### config.mk
export PLATFORM = sky130hd
export DESIGN_NAME = seg7_scan_ctrl
export DESIGN_NICKNAME = d
export VERILOG_FILES = /design/src/rtl/seg7_scan_ctrl.sv
export SDC_FILE = /design/constraint.sdc
export NUM_CORES = 1
export LEC_CHECK = 0
export BUFFER_PORTS_ARGS = -buffer_cell sky130_fd_sc_hd__buf_2
export CAP_MARGIN = 0
export CORE_MARGIN = 2
export CORE_UTILIZATION = 57
export DETAILED_ROUTE_END_ITERATION = 6
export GPL_TIMING_DRIVEN = 0
export PLACE_DENSITY = 0.79
export SLEW_MARGIN = 10
export SYNTH_ARGS = -nofsm -noshare
export SYNTH_HDL_FRONTEND = slang
export SYNTH_SLANG_ARGS = --single-unit
### constraint.sdc
create_clock -name clk -period 3.35 [get_ports clk]
set_input_delay 0.1675 -clock clk [delete_from_list [all_inputs] [get_ports clk]]
set_output_delay 0.1675 -clock clk [all_outputs]
set_load 0.05 [all_outputs]
### src/rtl/seg7_scan_ctrl.sv
// Multiplexed hex display scanner: snapshots a packed value once per frame,
// walks the digits with a dark guard interval before each one, and drives a
// single shared 7-segment decoder plus one-hot digit enables. Leading-zero
// suppression blanks high-order zero digits (digit 0 is always shown).
module seg7_scan_ctrl #(
   parameter int NUM_DIGITS   = 4,
   parameter int REFRESH_DIV  = 50000,
   parameter int BLANK_CYCLES = 16
) (
   input  logic                    clk,
   input  logic                    rst,
   input  logic                    en,
   input  logic [4*NUM_DIGITS-1:0] value,
   input  logic [NUM_DIGITS-1:0]   dot_mask,
   input  logic                    lz_blank,
   output logic [3:0]              hex_out,
   output logic                    dot_out,
   output logic [NUM_DIGITS-1:0]   digit_an,
   output logic                    blank,
   output logic                    frame_tick
);

   localparam int IW      = (NUM_DIGITS > 1) ? $clog2(NUM_DIGITS) : 1;
   localparam int CNT_MAX = (REFRESH_DIV > BLANK_CYCLES) ? REFRESH_DIV : BLANK_CYCLES;
   localparam int CW      = $clog2(CNT_MAX + 1);

   localparam logic [IW-1:0] LAST_IDX   = IW'(NUM_DIGITS - 1);
   localparam logic [CW-1:0] GUARD_LAST = CW'(BLANK_CYCLES - 1);
   localparam logic [CW-1:0] SHOW_LAST  = CW'(REFRESH_DIV - 1);

   typedef enum logic [1:0] {
      IDLE  = 2'd0,
      GUARD = 2'd1,
      SHOW  = 2'd2
   } state_t;

   state_t                  state_reg, state_next;
   logic [IW-1:0]           idx_reg, idx_next;
   logic [CW-1:0]           cnt_reg, cnt_next;
   logic [4*NUM_DIGITS-1:0] snap_val_reg, snap_val_next;
   logic [NUM_DIGITS-1:0]   snap_dot_reg, snap_dot_next;
   logic                    snap_lz_reg, snap_lz_next;
   logic                    frame_start;

   logic [3:0]              hex_reg, hex_next;
   logic                    dot_reg, dot_next;
   logic [NUM_DIGITS-1:0]   an_reg, an_next;
   logic                    blank_reg, blank_next;
   logic                    tick_reg;

   // Per-digit suppression flags, derived from the snapshot that will be in
   // effect after the coming edge so the registered outputs line up with it.
   logic [NUM_DIGITS-1:0]   upper_zero;
   logic [NUM_DIGITS-1:0]   suppress_vec;

   generate
      for (genvar gi = 0; gi < NUM_DIGITS; gi++) begin : g_supp
         assign upper_zero[gi] = ((snap_val_next >> (4 * gi)) == '0);
         if (gi == 0) begin : g_first
            assign suppress_vec[gi] = 1'b0;
         end else begin : g_upper
            assign suppress_vec[gi] = snap_lz_next & upper_zero[gi];
         end
      end
   endgenerate

   // Next-state logic: guard/show dwell counting, digit stepping and frame snapshot.
   always_comb begin
      state_next    = state_reg;
      idx_next      = idx_reg;
      cnt_next      = cnt_reg;
      snap_val_next = snap_val_reg;
      snap_dot_next = snap_dot_reg;
      snap_lz_next  = snap_lz_reg;
      frame_start   = 1'b0;

      case (state_reg)
         IDLE: begin
            if (en) begin
               state_next    = GUARD;
               idx_next      = '0;
               cnt_next      = '0;
               snap_val_next = value;
               snap_dot_next = dot_mask;
               snap_lz_next  = lz_blank;
               frame_start   = 1'b1;
            end
         end
         GUARD: begin
            if (!en) begin
               state_next = IDLE;
               idx_next   = '0;
               cnt_next   = '0;
            end else if (cnt_reg == GUARD_LAST) begin
               state_next = SHOW;
               cnt_next   = '0;
            end else begin
               cnt_next = cnt_reg + 1'b1;
            end
         end
         SHOW: begin
            if (!en) begin
               state_next = IDLE;
               idx_next   = '0;
               cnt_next   = '0;
            end else if (cnt_reg == SHOW_LAST) begin
               state_next = GUARD;
               cnt_next   = '0;
               if (idx_reg == LAST_IDX) begin
                  idx_next      = '0;
                  snap_val_next = value;
                  snap_dot_next = dot_mask;
                  snap_lz_next  = lz_blank;
                  frame_start   = 1'b1;
               end else begin
                  idx_next = idx_reg + 1'b1;
               end
            end else begin
               cnt_next = cnt_reg + 1'b1;
            end
         end
         default: begin
            state_next = IDLE;
            idx_next   = '0;
            cnt_next   = '0;
         end
      endcase
   end

   // Output decode for the coming cycle: nibble/dot of the selected digit and its enable.
   always_comb begin
      logic [3:0] nib;
      logic       dot_bit;
      logic       supp;
      logic       lit;

      nib     = 4'h0;
      dot_bit = 1'b0;
      for (int i = 0; i < NUM_DIGITS; i++) begin
         if (idx_next == IW'(i)) begin
            nib     = snap_val_next[4*i +: 4];
            dot_bit = snap_dot_next[i];
         end
      end
      supp = suppress_vec[idx_next];
      lit  = (state_next == SHOW) && !supp;

      hex_next   = (state_next == IDLE) ? 4'h0 : nib;
      dot_next   = (state_next == IDLE) ? 1'b0 : (dot_bit & ~supp);
      an_next    = lit ? (NUM_DIGITS'(1) << idx_next) : '0;
      blank_next = !lit;
   end

   // State, snapshot and registered outputs with synchronous reset.
   always_ff @(posedge clk) begin
      if (rst) begin
         state_reg    <= IDLE;
         idx_reg      <= '0;
         cnt_reg      <= '0;
         snap_val_reg <= '0;
         snap_dot_reg <= '0;
         snap_lz_reg  <= 1'b0;
         hex_reg      <= 4'h0;
         dot_reg      <= 1'b0;
         an_reg       <= '0;
         blank_reg    <= 1'b1;
         tick_reg     <= 1'b0;
      end else begin
         state_reg    <= state_next;
         idx_reg      <= idx_next;
         cnt_reg      <= cnt_next;
         snap_val_reg <= snap_val_next;
         snap_dot_reg <= snap_dot_next;
         snap_lz_reg  <= snap_lz_next;
         hex_reg      <= hex_next;
         dot_reg      <= dot_next;
         an_reg       <= an_next;
         blank_reg    <= blank_next;
         tick_reg     <= frame_start;
      end
   end

   assign hex_out    = hex_reg;
   assign dot_out    = dot_reg;
   assign digit_an   = an_reg;
   assign blank      = blank_reg;
   assign frame_tick = tick_reg;

endmodule
==> reports/summary.txt, run 1 <==
Number of synthesized flops with an enable pin: 0
Worst-path clk slew: 0.10 ns
# Post-CTS Setup Buffers: 0
Mapped cell area: 2658 um2
Commonest non-fill, non-tap cell in the layout: nor2_1
Layout cells sized above 1: 17.85%
Post-CTS resize count: 0
Worst Reg-to-Reg Cells: 10
Worst-margin pin slew: 0.6662 ns
Core area: 4414 um2
Post-route ant nets: 0
CP endpoint kind: flip-flop
Hold WC Path Type: in2reg
Number of buffers created by CTS: 5
Worst endpoint required time: 3.54 ns
Hold Startpoint: dot_mask[2]
RSZ-0062 raised after global routing: true
Worst setup SP type: flip-flop
Endpoints failing hold: 0
Skew final: 0.008934 ns
Flop and latch count out of synthesis: 52
Final Max Slew Viols: 0
FFs w/ async S/R, synth: 0%
Static Leak: 1.152 nW
Die area: 5224 um2
Num rows: 24
Post-CTS Hold Fix Bufs: 0
Arr. time, crit path: 3.25 ns
IO buf count: 34
Worst-case clock buffer depth: 2
Final nets: 383
Die X: 72.28 um
Detailed Route Iter0 Violations: 217
Fin Hold WS: 0.1095 ns
Cell count of the worst hold path: 3
First-pass GRT wire length: 10960 um
Die height: 72.28 um
Clk_lat worst skew: 0.31 ns
Tot Pwr: 1.217 mW
Peak fanout along the critical path: 10
Max cap viols: 0
Launching point of the worst reg2reg path: state_reg[0]
Vias in the first global route: 2317
Netlist cell types: 55
Post-synthesis sequential area ratio: 39.17%
# IOs: 35
Gpl congestion: 0.9172
Grt met3 use: 4.583%
Total congestion overflow: 0
Vias per cell: 6.323
Setup violations, final: 0
Area after DPL: 2893 um2
Synth warn: 0
Root Driver: clkbuf_8
Flop-to-flop setup slack: 0.29 ns
Critical R2R Capture: hex_out[0]
Cell area after layout: 2995 um2
Min Clock Period, post-route: 3.063 ns
Diode count: 0
Final design utilization: 67.86%
Total negative setup slack: 0 ns
PwrDens: 406.4 nW/um2
DP Wirelength: 4745 um
Grt met2 use: 40.27%
Hold-critical path endpoint: snap_dot_reg[2]
Num Clock Sinks: 52
WL final: 6574 um
Most used flip-flop cell after synthesis: dfxtp_1
Initial core utilization: 60.20%
Vias post-DR: 2561
Achievable Freq: 0.3265 GHz
Residual DRC: 0
Final period utilization: 91.42%
Net count after synthesis: 342
Largest net degree at the start of global routing: 16
Maximum VDD drop: 311.7 uV
CTS HTree Levels: 2
CTS tree: built
Gr usage total: 26.73%
Post-Syn Area per Cell: 8.518 um2
Max-slew headroom: 55.22%
Commonest cells after routing, fill and taps aside: 57 x nor2_1, 52 x dfxtp_1, 39 x buf_2, 22 x a22oi_1, 19 x a21oi_1
Global routing's busiest layer: met2
CP Class: reg2reg
Area grow syn2layout: 12.71%
Status: finished, final reports clean
GRT met1 Usage: 40.04%
Antenna violations before repair: 0
First-pass iteration count of the detailed router: 5
WL per Instance: 16.23 um
Syn Inst Count: 312
[cell usage after synthesis (2+ instances only)]
| library cell | number | area [um2] |
|---|---|---|
| nor2_1 | 57 | 214.0 |
| ha_1 | 6 | 75.07 |
| nand2_1 | 15 | 56.30 |
| or2_2 | 2 | 12.51 |
| a21boi_0 | 2 | 15.01 |
| nor3_1 | 7 | 35.03 |
| nand3b_1 | 4 | 30.03 |
| nor4_1 | 7 | 43.79 |
| a221o_1 | 2 | 20.02 |
| o21ai_0 | 15 | 75.07 |
| nor3b_1 | 5 | 37.54 |
| a22oi_1 | 22 | 165.2 |
| o21a_1 | 5 | 37.54 |
| nand3_1 | 4 | 20.02 |
| buf_2 | 5 | 25.02 |
| inv_1 | 6 | 22.52 |
| a211oi_1 | 8 | 60.06 |
| a21oi_1 | 19 | 95.09 |
| and3_1 | 5 | 31.28 |
| or4_1 | 3 | 22.52 |
| a22o_1 | 4 | 35.03 |
| nor2b_1 | 7 | 43.79 |
| a21o_1 | 4 | 30.03 |
| and4_1 | 2 | 17.52 |
| o21bai_1 | 3 | 22.52 |
| clkbuf_1 | 10 | 37.54 |
| nand2b_1 | 3 | 18.77 |
| dfxtp_1 | 52 | 1041 |
| a311oi_1 | 2 | 17.52 |
[critical path, stage by stage (launching register included)]
cell and delay, ns:
dfxtp_1 0.37, inv_1 0.09, ha_1 0.26, or3b_2 0.52, nor4_4 0.28, a21oi_1 0.18, clkbuf_1 0.29, clkbuf_1 0.31
a22o_1 0.31, a211oi_1 0.25, a211oi_1 0.08
[logic make-up after synthesis]
family | after synthesis | synth area share (%)
and+or+nand+nor | 131 | 26.60
adders and majority gates | 6 | 2.825
buffers and inverters | 21 | 3.201
AOI/OAI and AO/OA | 102 | 28.20
DFF | 52 | 39.17
[layer usage]
layer  routed length [um]  part of all wire, %  up-vias
li1                     -                    -     1247
met1                 3173                   48     1212
met2                 2885                   44       95
met3                  452                  6.9        7
met4                   62                 0.94        0
met5                    0                    0        -
[per-stage QoR]
step / instances / setup WS [ns]
final: 405 / 0.2873
after global routing: 405 / -0.07181
after CTS: 405 / 0.2182
after detailed placement: 398 / 0.2362
after global placement: 398 / 0.2296
after floorplan: 312 / 0.7699
[final cells by class]
type                       count  area, um2
fill                         381       1419
buffer                        15      62.56
sequential                    52       1041
clock buffer                   6      82.58
clock inverter                 1      8.758
inverter                       6      22.52
tap                           52      65.06
multi-input combinational    239       1543
timing repair buffer          34      170.2
[how the worst max path moves through the flow]
stage,from,to,slack (ns)
2_1_floorplan,state_reg[0],dot_out,0.77
3_5_place_dp,state_reg[0],hex_out[3],0.24
6_report,state_reg[0],hex_out[0],0.29
4_1_cts,state_reg[0],hex_out[3],0.22
3_3_place_gp,state_reg[0],hex_out[0],0.23
5_1_grt,state_reg[0],hex_out[3],-0.07
[where the power goes]
part | internal, mW | leakage, nW | switching, mW
Clock | 0.165 | 0.0473 | 0.215
Sequential | 0.640 | 0.423 | 0.0103
Combinational | 0.0711 | 0.682 | 0.115
Total | 0.877 | 1.15 | 0.340
(Power assumes the default switching activity.)
==> run 2: changes to the inputs <==
Settings changed: ABC_AREA set to 1, CORE_UTILIZATION 57 to 58, PLACE_DENSITY 0.79 to 0.8.
==> reports/summary.txt, run 2 <==
Cell area after layout: 3256 um2 (+8.7%)
Commonest cells after routing, fill and taps aside: 99 x nand2_1, 56 x inv_1, 52 x nor2_1, 52 x dfxtp_1, 37 x buf_2
Area grow syn2layout: 13.33%
Diode count: 0 (unchanged)
Cell count of the worst hold path: 3 (unchanged)
WL per Instance: 12.27 um (-24%)
Min Clock Period, post-route: 2.310 ns (-0.7527 ns)
Clk_lat worst skew: 0.31 ns (about the same)
Synth warn: 0 (unchanged)
Final Max Slew Viols: 0 (unchanged)
Cell Int Power: 0.9870 mW (+13%)
Most frequent cell after synthesis: nand2_1
Fin Hold WS: 0.1228 ns (+0.01332 ns)
IO buf count: 34 (unchanged)
First-pass iteration count of the detailed router: 5 (unchanged)
Commonest non-fill, non-tap cell in the layout: nand2_1
Worst endpoint required time: 3.55 ns (about the same)
CTS tree: built
CTS HTree Levels: 2 (unchanged)
Worst Reg-to-Reg Cells: 14 (+4)
# IOs: 35 (unchanged)
Syn Inst Count: 425 (+36%)
FFs w/ async S/R, synth: 0% (unchanged)
Clock power share: 37.7% (+6.5 points)
Worst-path clk slew: 0.09 ns (about the same)
Flop and latch count out of synthesis: 52 (unchanged)
Synth cell count leaders: 99 x nand2_1, 56 x inv_1, 52 x dfxtp_1, 52 x nor2_1, 25 x a21oi_1
Combinational power share: 13.2% (-2.1 points)
Vias per cell: 5.199 (-18%)
Vias in the first global route: 2450 (+5.7%)
First-pass GRT wire length: 10880 um (-0.69%)
Final design utilization: 68.47% (+0.62 points)
Antenna violations before repair: 0 (unchanged)
Post-route ant nets: 0 (unchanged)
Die X: 74.38 um (+2.9%)
Yosys top cell by area: dfxtp_1
Max-slew headroom: 61.30% (+6.1 points)
Residual DRC: 0 (unchanged)
Maximum VDD drop: 296.0 uV (-5.0%)
Mapped cell area: 2873 um2 (+8.1%)
Net count after synthesis: 455 (+33%)
Worst setup SP type: flip-flop
Number of synthesized flops with an enable pin: 0 (unchanged)
DP Wirelength: 5062 um (+6.7%)
Gpl congestion: 0.8994 (-1.9%)
PwrDens: 404.3 nW/um2 (-0.50%)
Total negative setup slack: 0 ns (unchanged)
Final period utilization: 68.95% (-22 points)
Area after DPL: 3127 um2 (+8.1%)
Yosys top cell area share: 36.24% (-2.9 points)
Sequential share of power: 49.0% (-4.5 points)
Psw: 0.3294 mW (-3.2%)
Setup WS post-layout: 1.040 ns (+0.7527 ns)
Skew final: 0.006943 ns (-0.001991 ns)
Worst-case clock buffer depth: 2 (unchanged)
Post-Syn Area per Cell: 6.759 um2 (-21%)
Setup violations, final: 0 (unchanged)
Root Driver: clkbuf_8
Net Sw Frac: 25.02% (-2.9 points)
Initial core utilization: 60.42% (+0.22 points)
Num Clock Sinks: 52 (unchanged)
Arr. time, crit path: 2.51 ns (-0.74 ns)
Hold WC Path Type: in2reg
Num rows: 25 (+4.2%)
CP endpoint kind: flip-flop
RSZ-0062 raised after global routing: false
Vias post-DR: 2771 (+8.2%)
Largest net degree at the start of global routing: 16 (unchanged)
Tot Pwr: 1.316 mW (+8.1%)
Post-Place Setup Slack: 1.074 ns (+0.8376 ns)
Die area: 5532 um2 (+5.9%)
Static Leak: 1.502 nW (+30%)
Gr usage total: 25.30% (-1.4 points)
Worst-margin pin slew: 0.5806 ns (-0.08562 ns)
Final nets: 496 (+30%)
Synth top area cells: dfxtp_1 36%, nand2_1 13%, inv_1 7.3%
WL final: 6538 um (-0.55%)
Most used flip-flop cell after synthesis: dfxtp_1
DP Cell Count: 526 (+32%)
Netlist cell types: 36 (-35%)
CP Class: reg2reg
Layout cells sized above 1: 18.67% (+0.82 points)
Status: finished, final reports clean
Core area: 4755 um2 (+7.7%)
Peak fanout along the critical path: 8 (-2)
Total congestion overflow: 0 (unchanged)
Post-CTS Hold Fix Bufs: 0 (unchanged)
Die height: 74.38 um (+2.9%)
Endpoints failing hold: 0 (unchanged)
# Post-CTS Setup Buffers: 0 (unchanged)
Non-Filler Instances: 533 (+32%)
Post-synthesis sequential area ratio: 36.24% (-2.9 points)
Detailed Route Iter0 Violations: 244 (+12%)
Number of buffers created by CTS: 5 (unchanged)
Post-CTS resize count: 0 (unchanged)
Max cap viols: 0 (unchanged)
Achievable Freq: 0.4329 GHz (+33%)
==> run 2: worst max-delay path, cell delays in order (launching register included) <==
cell and delay (ns):
dfxtp_1 0.42, inv_1 0.09, ha_1 0.25, nand2_1 0.17, inv_2 0.07, nor2_2 0.14, inv_2 0.11, a22oi_1 0.19
nand2_1 0.13, nor2_1 0.10, nand2_1 0.10, nor2_1 0.20, nand2_2 0.10, nand3_4 0.10, nor2_2 0.04
==> run 2: layout make-up <==
cell class,count,area (um2)
clock inverters,2,60.06
inverters,64,242.7
flip-flops and latches,52,1041
well taps,67,83.83
clock buffers,5,68.82
repair buffers,34,170.2
multi-input cells,300,1551
fillers,440,1499
plain buffers,9,37.54
==> run 2: cells by family after synthesis <==
kind of cell / count (synthesis) / synth area share (%)
XOR/XNOR: 1 / 0.3049
buffers and inverters: 73 / 9.756
flip-flops: 52 / 36.24
adder cells (fa/ha/maj): 6 / 2.613
AND/OR/NAND/NOR: 221 / 36.15
AO/OA/AOI/OAI: 72 / 14.94
==> run 2: worst paths after layout <==
check                                      from               to  slack [ns]
worst max-delay path               state_reg[0]      digit_an[3]        1.04
worst min-delay path                   value[4]  snap_val_reg[4]        0.12
worst max register to register     state_reg[0]      digit_an[3]        1.04
worst min register to register  snap_val_reg[6]  snap_val_reg[6]        0.48
==> run 2: power by group through the flow <==
stage | registers [mW] | clock network, mW | logic, mW
after global placement | 0.659 | 0 | 0.170
after global routing | 0.647 | 0.521 | 0.196
after CTS | 0.645 | 0.504 | 0.173
after floorplan | 0.671 | 0 | 0.110
final | 0.646 | 0.496 | 0.174
after detailed placement | 0.660 | 0 | 0.173
==> run 2: metal layers <==
metal  wire [um]  GRT usage (%)  vias up
met5           0              0        -
met4          63          6.746        0
met3         412          4.336        6
met2        3064          40.90       96
met1        2998          35.13     1221
li1            -              -     1448
==> run 3: changes to the inputs <==
Clock period 3.35 ns to 2.4 ns, I/O delays scaled along.
==> reports/summary.txt, run 3 (same netlist as run 2, synthesis figures left out) <==
Combinational power share: 13.6% (+0.4 points)
Crit-path max cell delay: 0.39 ns (-0.03 ns)
Vias in the first global route: 2450 (unchanged)
Vias post-DR: 2783 (+0.43%)
WL per Instance: 12.25 um (-0.16%)
Most used cell, CP: nand2_1
DP Wirelength: 5062 um (unchanged)
Worst setup SP type: flip-flop
RSZ-0062 raised after global routing: false
Initial core utilization: 60.42% (unchanged)
Root Driver: clkbuf_8
Worst-case clock buffer depth: 2 (unchanged)
Vias per cell: 5.212 (+0.24%)
Clk_lat worst skew: 0.30 ns (about the same)
Gr usage total: 25.30% (unchanged)
Largest net degree at the start of global routing: 16 (unchanged)
CTS HTree Levels: 2 (unchanged)
Fill cells: 438 (-0.45%)
Clock power share: 37.5% (-0.2 points)
Core area: 4755 um2 (unchanged)
Setup WS post-layout: 0.1766 ns (-0.8635 ns)
Endpoints failing hold: 0 (unchanged)
Die height: 74.38 um (unchanged)
Worst-path clk slew: 0.09 ns (about the same)
Total negative setup slack: 0 ns (unchanged)
Cell Int Power: 1.382 mW (+40%)
Num rows: 25 (unchanged)
Arr. time, crit path: 2.47 ns (-0.04 ns)
Skew final: 0.005006 ns (-0.001937 ns)
Final Max Slew Viols: 0 (unchanged)
Status: finished, final reports clean
Antenna violations before repair: 0 (unchanged)
Peak fanout along the critical path: 6 (-2)
Commonest non-fill, non-tap cell in the layout: nand2_1
Number of buffers created by CTS: 5 (unchanged)
Sequential share of power: 48.9% (about the same)
First-pass GRT wire length: 10880 um (unchanged)
Die X: 74.38 um (unchanged)
Max cap viols: 0 (unchanged)
Residual DRC: 0 (unchanged)
Psw: 0.4602 mW (+40%)
Net Sw Frac: 24.98% (-0.038 points)
Commonest cells after routing, fill and taps aside: 98 x nand2_1, 56 x inv_1, 51 x nor2_1, 51 x dfxtp_1, 37 x buf_2
Final period utilization: 92.64% (+24 points)
Hold WC Path Type: in2reg
Fin Hold WS: 0.07658 ns (-0.04622 ns)
Static Leak: 1.505 nW (+0.21%)
CP Class: reg2reg
Die area: 5532 um2 (unchanged)
Worst-margin pin slew: 0.5955 ns (+0.01496 ns)
Min Clock Period, post-route: 2.223 ns (-0.08651 ns)
Diode count: 0 (unchanged)
Final nets: 497 (+0.20%)
Achievable Freq: 0.4498 GHz (+3.9%)
CP endpoint kind: flip-flop
Maximum VDD drop: 409.8 uV (+38%)
CTS tree: built
Layout cells sized above 1: 20.13% (+1.5 points)
Max-slew headroom: 60.30% (-1.0 points)
Cells along the critical path: ha_2 -> nand3_2 -> nor2_4 -> nand4_1 -> nand2_1 -> nand2_1 -> nand2_1 -> nor2_1 -> nand2_1 -> nand2_1 -> nand3_2 -> nand3_4 -> nor2_2
Total congestion overflow: 0 (unchanged)
Final design utilization: 69.13% (+0.66 points)
# IOs: 35 (unchanged)
Setup violations, final: 0 (unchanged)
First-pass iteration count of the detailed router: 5 (unchanged)
Detailed Route Iter0 Violations: 291 (+19%)
Slowest-stage cell, CP: dfxtp_1
Post-route ant nets: 0 (unchanged)
Num Clock Sinks: 52 (unchanged)
Gpl congestion: 0.8994 (unchanged)
Post-CTS Hold Fix Bufs: 0 (unchanged)
Area grow syn2layout: 14.42%
Worst endpoint required time: 2.65 ns (-0.90 ns)
IO buf count: 34 (unchanged)
PwrDens: 560.4 nW/um2 (+39%)
WL final: 6540 um (about the same)
Post-Place Setup Slack: 0.1239 ns (-0.9500 ns)
## run 3: metrics by stage
| step | std cells | power, mW | area [um2] |
|---|---|---|---|
| after floorplan | 425 | 1.090 | 2873 |
| after global placement | 526 | 1.157 | 3127 |
| after detailed placement | 526 | 1.162 | 3127 |
| after CTS | 533 | 1.846 | 3256 |
| after global routing | 534 | 1.913 | 3287 |
| final | 534 | 1.842 | 3287 |
## run 3: path summary, 6_finish.rpt
| path | start | to | slack, ns | depth (start not counted) |
|---|---|---|---|---|
| worst max-delay path | cnt_reg[0] | digit_an[2] | 0.18 | 13 |
| worst max register to register | cnt_reg[0] | digit_an[2] | 0.18 | 13 |
| worst min-delay path | value[4] | snap_val_reg[4] | 0.08 | 3 |
| worst min register to register | snap_val_reg[6] | snap_val_reg[6] | 0.48 | 2 |
## run 3: layout make-up
cell class,instances,area (um2),share of cell area (%)
multi-input combinational,300,1574,47.89
sequential,52,1042,31.71
inverter,64,242.7,7.385
timing repair buffer,35,177.7,5.405
tap,67,83.83,2.550
clock buffer,5,68.82,2.094
clock inverter,2,60.06,1.827
buffer,9,37.54,1.142
## run 3: metal layers
metal | vias up | wire length, um | GRT usage, %
met1 | 1236 | 3040 | 35.13
met3 | 6 | 367 | 4.336
met5 | - | 0 | 0
li1 | 1456 | - | -
met4 | 0 | 63 | 6.746
met2 | 85 | 3068 | 40.90
## run 3: power by group through the flow
stage	sequential [mW]	clock, mW	combinational [mW]
after global routing	0.904	0.728	0.281
after CTS	0.901	0.703	0.242
final	0.902	0.691	0.250
after global placement	0.920	0	0.237
after floorplan	0.936	0	0.154
after detailed placement	0.921	0	0.241
## run 3: repair_timing
item,CTS,global route
endpoints found under the setup margin,0,6
setup buffers,0,1
gates resized for setup,0,7
## run 3: critical path: cells and delay by family (launching register included)
kind / cells / cell delay, ns
simple gates: 12 / 1.54
fa+ha+maj: 1 / 0.23
flops: 1 / 0.39
